File: config.mk
export PLATFORM = sky130hd
export DESIGN_NAME = key_entry_ctrl
export DESIGN_NICKNAME = d
export VERILOG_FILES = /design/src/rtl/key_entry_ctrl.sv
export SDC_FILE = /design/constraint.sdc
export NUM_CORES = 1
export LEC_CHECK = 0
export CORE_MARGIN = 8
export CORE_UTILIZATION = 54
export DETAILED_ROUTE_END_ITERATION = 12
export HOLD_SLACK_MARGIN = 0.03
export PLACE_DENSITY_LB_ADDON = 0.15
export SKIP_CTS_REPAIR_TIMING = 1
export SKIP_LAST_GASP = 1
export SYNTH_ARGS = -nofsm -noshare
export SYNTH_HDL_FRONTEND = slang
export SYNTH_SLANG_ARGS = --single-unit
File: constraint.sdc
create_clock -name clk -period 2.71 [get_ports clk]
set_input_delay 0.4065 -clock clk [delete_from_list [all_inputs] [get_ports clk]]
set_output_delay 0.4065 -clock clk [all_outputs]
set_load 0.01 [all_outputs]
File: src/rtl/key_entry_ctrl.sv
// Keypad entry controller: collects BCD digits from a debounced scanner,
// supports backspace/clear/enter, and hands the committed value to a consumer.
module key_entry_ctrl #(
  parameter int          DIGITS  = 4,
  parameter logic [15:0] TIMEOUT = 16'd50000
) (
  input  logic                  clk,
  input  logic                  rst_n,
  input  logic                  key_en,
  input  logic [3:0]            key_code,
  output logic [4*DIGITS-1:0]   disp_bcd,
  output logic [2:0]            digit_cnt,
  output logic [4*DIGITS-1:0]   out_value,
  output logic                  out_valid,
  input  logic                  out_ready,
  output logic                  err
);

  localparam int          W          = 4 * DIGITS;
  localparam logic [2:0]  MAX_CNT    = 3'(DIGITS);
  localparam logic [15:0] IDLE_LIMIT = TIMEOUT - 16'd1;

  localparam logic [3:0] KEY_BKSP  = 4'd10;
  localparam logic [3:0] KEY_CLR   = 4'd11;
  localparam logic [3:0] KEY_ENTER = 4'd12;

  typedef enum logic [1:0] {IDLE, ENTRY, HOLD} state_t;

  state_t         state;
  logic           key_en_d;
  logic [W-1:0]   buffer;
  logic [15:0]    idle_cnt;
  logic           key_event;
  logic           is_digit;

  assign key_event = key_en & ~key_en_d;
  assign is_digit  = (key_code <= 4'd9);
  assign disp_bcd  = buffer;

  // A key event always takes priority over the idle timeout on the same edge.
  always_ff @(posedge clk or negedge rst_n) begin
    if (!rst_n) begin
      state     <= IDLE;
      key_en_d  <= 1'b0;
      buffer    <= '0;
      digit_cnt <= '0;
      out_value <= '0;
      out_valid <= 1'b0;
      err       <= 1'b0;
      idle_cnt  <= '0;
    end else begin
      key_en_d <= key_en;
      err      <= 1'b0;
      case (state)
        IDLE, ENTRY: begin
          if (key_event) begin
            idle_cnt <= '0;
            if (is_digit) begin
              if (digit_cnt < MAX_CNT) begin
                buffer    <= {buffer[W-5:0], key_code};
                digit_cnt <= digit_cnt + 3'd1;
                state     <= ENTRY;
              end else begin
                err <= 1'b1;
              end
            end else if (key_code == KEY_BKSP) begin
              if (state == ENTRY) begin
                buffer    <= {4'h0, buffer[W-1:4]};
                digit_cnt <= digit_cnt - 3'd1;
                if (digit_cnt == 3'd1) state <= IDLE;
              end
            end else if (key_code == KEY_CLR) begin
              buffer    <= '0;
              digit_cnt <= '0;
              state     <= IDLE;
            end else if (key_code == KEY_ENTER) begin
              if (state == ENTRY) begin
                out_value <= buffer;
                out_valid <= 1'b1;
                state     <= HOLD;
              end else begin
                err <= 1'b1;
              end
            end
          end else if (state == ENTRY) begin
            if (idle_cnt == IDLE_LIMIT) begin
              buffer    <= '0;
              digit_cnt <= '0;
              idle_cnt  <= '0;
              state     <= IDLE;
            end else begin
              idle_cnt <= idle_cnt + 16'd1;
            end
          end
        end
        HOLD: begin
          if (out_ready) begin
            out_valid <= 1'b0;
            buffer    <= '0;
            digit_cnt <= '0;
            idle_cnt  <= '0;
            state     <= IDLE;
          end
        end
        default: state <= IDLE;
      endcase
    end
  end

endmodule

# --- Word level (Yosys, flattened, before mapping) ---
# Index checks and enable logic that the tools add are counted.
op_classes:
  add_sub_neg: 3
  n_eq_ne: 22
  n_bitwise: 5
  div: 0
  mul: 0
  n_lt_le_gt_ge: 2
  reduce_logical: 8
  n_shift: 0
  muxes: 53
op_table:
  columns: ["cell", "n"]
  rows:
  - ["$mux W16", 12]
  - ["$pmux W16 S2", 2]
  - ["$mux W3", 9]
  - ["$mux W2", 12]
  - ["$add A16 B1 Y16 const B", 1]
  - ["$eq A16 B16 Y1 const B", 1]
  - ["$reduce_and A8 Y1", 2]
  - ["$mux W1", 15]
  - ["$ne A5 B5 Y1 const B", 3]
  - ["$ne A2 B2 Y1 const B", 7]
  - ["$reduce_and A7 Y1", 2]
  - ["$eq A4 B4 Y1 const B", 3]
  - ["$ne A4 B4 Y1 const B", 2]
  - ["$ne A3 B3 Y1 const B", 2]
  - ["$ne A6 B6 Y1 const B", 1]
  - ["$pmux W3 S2", 1]
  - ["$le A4 B4 Y1 const B", 1]
  - ["$not A1 Y1", 4]
  - ["$pmux W2 S2", 1]
  - ["$add A3 B1 Y3 const B", 1]
  - ["$eq A3 B1 Y1 const B", 1]
  - ["$lt A3 B3 Y1 const B", 1]
  - ["$reduce_and A3 Y1", 1]
  - ["$sub A3 B1 Y3 const B", 1]
  - ["other kinds (7)", 7]
totals:
  wordCells: 101
  ff_bits: 56
  latch_bits: 0
  romBits: 0
  out_inout_bits: 37
  in_bits: 8
  memories: 0
  ram_bits: 0

# --- Longest topological paths before layout ---
# Gate-level depths: netlist (run 1).
logic_depth:
  depth_word: 8
  mapped_depth: 9
  ltp_nobuf: 7

# --- Least setup slack after synthesis (run 1) ---
# Ideal clock, no wire load.
synth_timing:
  kind: "reg-to-reg"
  from: "register idle_cnt[0]"
  to: "register buffer[0], in the netlist disp_bcd[0]"
  t_required_ns: 2.585
  n_path_buf: 3
  path_stages_with_launch: 10
  path_slack_ns: 0.543
  arrival_ns: 2.042
  synth_period_minus_slack_ns: 2.167
  setup_time_ns: 0.125
  path_cell_list: "dfrtp_1 > ha_1 > and3_1 > and4_1 > buf_6 > o311a_4 > buf_6 > nand2_8 > buf_12 > mux2_4"
synth_between:
  elab_chain_cells: 3
synth_lines:
  columns: ["element", "line_no", "rtl"]
  rows:
  - ["from (decl)", "32", "logic [15:0] idle_cnt;"]
  - ["from (signal assigned)", "92", "idle_cnt <= idle_cnt + 16'd1;"]
  - ["$eq A16 B16 Y1", "86", "if (idle_cnt == IDLE_LIMIT) begin"]
  - ["$ne A3 B3 Y1 (no source line)", null, null]
  - ["$reduce_and A7 Y1 (no source line)", null, null]
  - ["to (signal assigned)", "60", "buffer <= {buffer[W-5:0], key_code};"]
  - ["to (signal assigned)", "68", "buffer <= {4'h0, buffer[W-1:4]};"]
  - ["to (decl)", "31", "logic [W-1:0] buffer;"]
# Every way passes these cells.
# A chain may end at the register's enable or synchronous reset.

# --- Final worst setup path (run 1) ---
layout_timing:
  from: "register idle_cnt[0]"
  to: "register buffer[6], in the netlist disp_bcd[6]"
# Same word-level chain as after synthesis.

==> reports/qor.txt, run 1 <==
status: finished clean
Critical Path Max Stage Delay: 0.43 ns
cells along the critical path: ha_1, and3_1, and4_1, o311a_4, nand2_8, mux2_2
area share of fa/ha/maj cells after synthesis: 1.701%
FFs w/ async S/R, synth: 100.0%
starting density of the core: 54.76%
pwr/cell area: 499.2 nW/µm²
slowest CP cell: dfrtp_1
Worst Hold Class: in -> async
Final WS setup: 0.4858 ns
final wirelength: 6.601 mm
clock latency on the worst-skew pair: 0.32 ns
Antenna Violating Nets Remaining: 0
synthesized area per cell: 10.66 µm²
Area Growth Syn to Fin: 21.39%
CP Class: reg -> reg
CTS H-Tree Depth: 2
die area: 8065 µm²
met3 Resource Use GR: 4.738%
GRT Util Overall: 16.99%
most area-consuming cells after synthesis: dfrtp_1, mux2_2, nor2_1
fin crit period: 2.224 ns
Clock Tree Root: clkbuf_8
# port buffers: 44
peak supply drop: 0.2816 mV
Site Rows: 27
Post-synth EDFFs: 0
First-pass DRT Iterations: 4
Yosys warnings: 0
largest net degree at the start of global routing: 32
Slew @ Worst Pin: 1.045 ns
detailed-placement wirelength estimate: 4.810 mm
Slew Limit Fails: 0
TritonCTS clock tree: built
layout cells sized above 1: 18.29%
Mapped Cells: 276
Clock Tree Buf Depth: 2
DIE WIDTH: 89.81 µm
combinational family with the most area after synthesis: simple AND/OR/NAND/NOR gates
DR vias: 2306
initial antenna violation count: 0
Final #Nets: 339
synth unique cells: 53
Worst Setup Start Kind: register
Synth top area share: 47.64%
grt met1 use: 22.03%
fmax: 449.6 MHz
TNS Setup: 0 ns
reg2reg setup slack: 0.49 ns
post-synthesis simple-gate area fraction: 18.25%
Wirelength per Cell: 16.50 µm
IO Pins: 45
via-per-instance ratio: 5.765
# clock sinks: 56
Mapped Area: 2942 µm²
Die Ht: 89.81 µm
total core area: 5371 µm²
Setup Skew: 0.009050 ns
multiplexer share of the synthesized area: 13.19%
vias in the first global route: 2303
xor/xnor cell area share of the yosys netlist: 0%
# Max-Cap Violations: 0
clock-pin slew on the worst setup and hold paths: 0.10 ns
GRT met2 Usage: 26.81%
Max-slew headroom: 30.30%
Synth Net Count: 288
DR DRC count: 0
DR iter-0 viols: 135
Final Setup Violations: 0
commonest register cell after synthesis: dfrtp_1
GPL Wtd Cong: 0.8940
Final Hold Fails: 0
GRT busiest layer: met2
complex-gate fraction of the synthesized area: 15.48%
unrepaired setup endpoints after global routing: false
fillers: 434
pre-CTS setup slack: 0.2232 ns
ANT cells: 0
CP Buf/Inv Count: 0
first-pass GRT wire length: 11.54 mm
most area-hungry cell type in the Yosys netlist: dfrtp_1
CP Max Fanout: 17
critical path endpoint category: register
Final Cycle Share: 82.07%
Worst Path Required: 2.92 ns
Leak: 1.600 nW
critical path's top delay family: simple AND/OR/NAND/NOR gates
CTS buffer count: 5
synthesized flop and latch total: 56
sequential share of the synthesized area: 47.64%
CP Data Arrival Time: 2.43 ns
total congestion overflow: 0
smallest hold slack: 0.1176 ns
-- final timing paths --
kind | depth (start not counted) | to | startpoint
worst max-delay path | 6 | disp_bcd[6] | idle_cnt[0]
worst min-delay path | 1 | idle_cnt[9] | rst_n
worst max register to register | 6 | disp_bcd[6] | idle_cnt[0]
worst min register to register | 1 | idle_cnt[15] | idle_cnt[15]
max in group asynchronous | 2 | disp_bcd[6] | rst_n
min in group clk | 1 | idle_cnt[15] | idle_cnt[15]
-- metrics by stage --
stage          power, W  cells  cell area (µm²)  util [%]
6_report       0.001783    400             3571     66.48
3_5_place_dp   0.001337    392             3481     64.80
3_3_place_gp   0.001326    392             3481     64.80
2_1_floorplan  0.001186    276             2942         -
5_1_grt        0.001884    400             3571     66.48
4_1_cts        0.001809    400             3571     66.48
-- final cells by class --
cell class	count	area, µm²	share of cell area (%)
multi-input combinational	200	1430	40.05
tap	72	90.09	2.523
sequential	56	1401	39.24
timing repair buffer	57	533.0	14.93
inverter	7	26.28	0.7358
clock buffer	5	68.82	1.927
clock inverter	3	21.27	0.5957
-- cells in the final DEF, fill, tap and decap left out, types with 3 or more instances in the layout --
cell type	netlist	routed
a21bo_2	3	3
a21o_1	4	4
a21oi_1	9	9
a22o_1	3	3
a22oi_1	11	11
and3_1	3	3
buf_4	0	13
clkbuf_8	0	5
clkdlybuf4s50_1	0	43
dfrtp_1	56	56
ha_1	4	4
inv_1	7	7
mux2_2	22	22
mux2_4	6	6
mux2i_1	5	5
nand2_1	19	19
nand2b_1	4	4
nand3_1	9	9
nand4_1	6	6
nor2_1	27	27
nor2b_1	3	3
nor3_1	9	9
o21ai_0	20	20
-- cells in the mapped netlist (5+ instances only) --
| library cell | instances |
|---|---|
| nor3_1 | 9 |
| a21oi_1 | 9 |
| mux2i_1 | 5 |
| nor2_1 | 27 |
| o21ai_0 | 20 |
| dfrtp_1 | 56 |
| inv_1 | 7 |
| nand4_1 | 6 |
| mux2_2 | 22 |
| nand2_1 | 19 |
| nand3_1 | 9 |
| clkbuf_1 | 6 |
| a22oi_1 | 11 |
| mux2_4 | 6 |
-- sequential cells by signal (all words and copies together) (netlist names) --
signal	count
disp_bcd	16
err	1
state	2
digit_cnt	3
out_valid	1
out_value	16
key_en_d	1
idle_cnt	16
-- report_power, final --
part | total (W) | internal, W | switching, W | leakage (nW)
Clock | 0.000466 | 0.000184 | 0.000282 | 0.0445
Sequential | 0.000956 | 0.000887 | 0.0000693 | 0.775
Combinational | 0.000361 | 0.000171 | 0.000190 | 0.781
-- metal layers --
layer	wire, µm	part of all wire (%)
met2	3093	47
met1	3069	46
met3	368	5.6
met5	0	0
met4	69	1.0
-- logic make-up after synthesis --
| kind of cell | after synthesis |
|---|---|
| compound gates | 66 |
| simple gates | 97 |
| mux | 33 |
| buf+inv | 20 |
| flops | 56 |
| fa+ha+maj | 4 |
Power figures use the tool's default switching activity.
==> run 2, diff against run 1 <==
--- a/config.mk
+++ b/config.mk
@@ -6,7 +6,7 @@
 export NUM_CORES = 1
 export LEC_CHECK = 0
 export CORE_MARGIN = 8
-export CORE_UTILIZATION = 54
+export CORE_UTILIZATION = 49
 export DETAILED_ROUTE_END_ITERATION = 12
 export HOLD_SLACK_MARGIN = 0.03
 export PLACE_DENSITY_LB_ADDON = 0.15
==> constraint.sdc (replaced) <==
create_clock -name clk -period 1.8 [get_ports clk]
set_input_delay 0.27 -clock clk [delete_from_list [all_inputs] [get_ports clk]]
set_output_delay 0.27 -clock clk [all_outputs]
set_load 0.01 [all_outputs]
==> run 2 against run 1 <==
Effect of this change:
- the run now ends with negative setup slack left
- critical endpoint is now disp_bcd[2]
- maximum frequency rose by 13%
- core utilization increased by 5.2 points
- non-clock buffer count is 59 higher
- worst setup slack worse by 0.65 ns
- sequential power rose by 46%
- clock skew is 0.0013 ns lower
- first-iteration DRC count rose by 2.2%
- die area up 8.4%
==> reports/qor.txt, run 2 (synthesized netlist as in run 1, its figures left out) <==
status: finished, violations left
failing checks: negative setup slack
met1 wire length: 3.752 mm
Area Growth Syn to Fin: 42.66%
final instance area: 4197 µm²
Worst Setup Start Kind: register
Final Cycle Share: 109.1%
commonest non-fill, non-tap cell in the layout: buf_4
cells along the critical path: ha_2, and3_4, and4_4, o311a_4, nand2_8, buf_8, mux2_4
CTS H-Tree Depth: 2
Max Used Layer: met4
TNS Setup: -2.039 ns
total core area: 5851 µm²
# port buffers: 44
Clock Tree Buf Depth: 2
fillers: 415
CP Buf/Inv Count: 1
Antenna Violating Nets Remaining: 0
Power Internal: 0.002060 W
peak supply drop: 0.4830 mV
First-pass DRT Iterations: 4
IO Pins: 45
final wirelength: 7.851 mm
largest net degree at the start of global routing: 57
clock-pin slew on the worst setup and hold paths: 0.11 ns
Site Rows: 28
clock network fraction of total power: 24.4%
critical path's top delay family: simple AND/OR/NAND/NOR gates
vias in the first global route: 2435
clock latency on the worst-skew pair: 0.32 ns
fin crit period: 1.963 ns
Comb pwr share: 28.6%
ANT cells: 0
GRT Util Overall: 17.60%
Final Setup Violations: 21
sw frac: 30.87%
Slew @ Worst Pin: 0.5613 ns
unrepaired setup endpoints after global routing: true
# clock sinks: 56
pwr/cell area: 710.0 nW/µm²
Max-slew headroom: 62.58%
slowest CP cell: dfrtp_1
DR iter-0 viols: 138
GPL Wtd Cong: 0.8474
first-pass GRT wire length: 12.36 mm
die area: 8739 µm²
CP Class: reg -> reg
CTS buffer count: 5
Leak: 1.955 nW
critical path endpoint category: register
Wirelength per Cell: 16.99 µm
Slew Limit Fails: 0
DR DRC count: 0
Worst Path Required: 2.01 ns
placed instance area: 3885 µm²
Critical Path Max Stage Delay: 0.42 ns
NetSw: 0.0009197 W
Final Hold Fails: 0
starting density of the core: 50.28%
Final WS setup: -0.1631 ns
Setup Skew: 0.007738 ns
# Max-Cap Violations: 0
Clock Tree Root: clkbuf_8
routed wl met2: 3.653 mm
via-per-instance ratio: 5.630
most frequent cells in the layout: buf_4, dfrtp_1, clkdlybuf4s50_1
total congestion overflow: 0
Flop pwr share: 47.0%
detailed-placement wirelength estimate: 5.487 mm
initial antenna violation count: 0
CP Data Arrival Time: 2.18 ns
Final #Nets: 398
Detail Route met3 WL: 381 µm
DIE WIDTH: 93.48 µm
Worst Hold Class: in -> reg
DR vias: 2601
fmax: 509.4 MHz
TritonCTS clock tree: built
CP Max Fanout: 8
layout cells sized above 1: 35.14%
Die Ht: 93.48 µm
-- run 2: per-layer routing --
| metal | up-vias | global-route usage, % |
|---|---|---|
| met5 | - | 0 |
| met3 | 5 | 3.606 |
| met1 | 1293 | 24.70 |
| met2 | 70 | 26.79 |
| met4 | 0 | 4.698 |
| li1 | 1233 | - |
-- run 2: metrics by stage --
step	hold WS, ns	instances	total power, W	utilization [%]	worst slack [ns]
floorplan	-0.02559	276	0.001790	-	-0.3039
global placement	0.2961	443	0.002159	66.40	-0.4266
detailed placement	0.2923	443	0.002179	66.40	-0.4368
CTS	-0.05801	451	0.002905	68.01	-0.1753
global route	0.4699	462	0.003136	71.73	-0.1815
finish	0.4765	462	0.002979	71.73	-0.1631
-- run 2: final timing paths --
check	slack [ns]	start	to	cells past startpoint
max in group asynchronous	1.08	rst_n	digit_cnt[2]	3
min in group asynchronous	0.49	rst_n	disp_bcd[15]	3
hold / removal	0.48	key_en	key_en_d	1
hold reg to reg	0.51	out_value[15]	out_value[15]	2
setup reg to reg	-0.16	idle_cnt[0]	disp_bcd[2]	7
setup / recovery	-0.16	idle_cnt[0]	disp_bcd[2]	7
-- run 2: power groups by stage --
stage / sequential (W) / clock [W] / combinational (W)
after floorplan: 0.00145 / 0 / 0.000344
after global placement: 0.00142 / 0 / 0.000742
after detailed placement: 0.00142 / 0 / 0.000756
after CTS: 0.00140 / 0.000747 / 0.000760
after global routing: 0.00141 / 0.000803 / 0.000922
final: 0.00140 / 0.000728 / 0.000852
-- run 2: final cells by class --
type | count | area [µm²] | share of cell area, %
flip-flops and latches | 56 | 1401 | 33.39
well taps | 75 | 93.84 | 2.236
clock buffers | 5 | 68.82 | 1.640
inverters | 7 | 26.28 | 0.6261
repair buffers | 116 | 1037 | 24.72
clock inverters | 3 | 25.02 | 0.5963
multi-input cells | 200 | 1544 | 36.79
-- run 2: worst register-to-register path, delay by kind of cell, from the launching register on --
family / cells / cell delay (ns)
simple gates: 3 / 0.46
flops: 1 / 0.42
compound gates: 1 / 0.34
mux: 1 / 0.30
fa+ha+maj: 1 / 0.19
buf+inv: 1 / 0.15
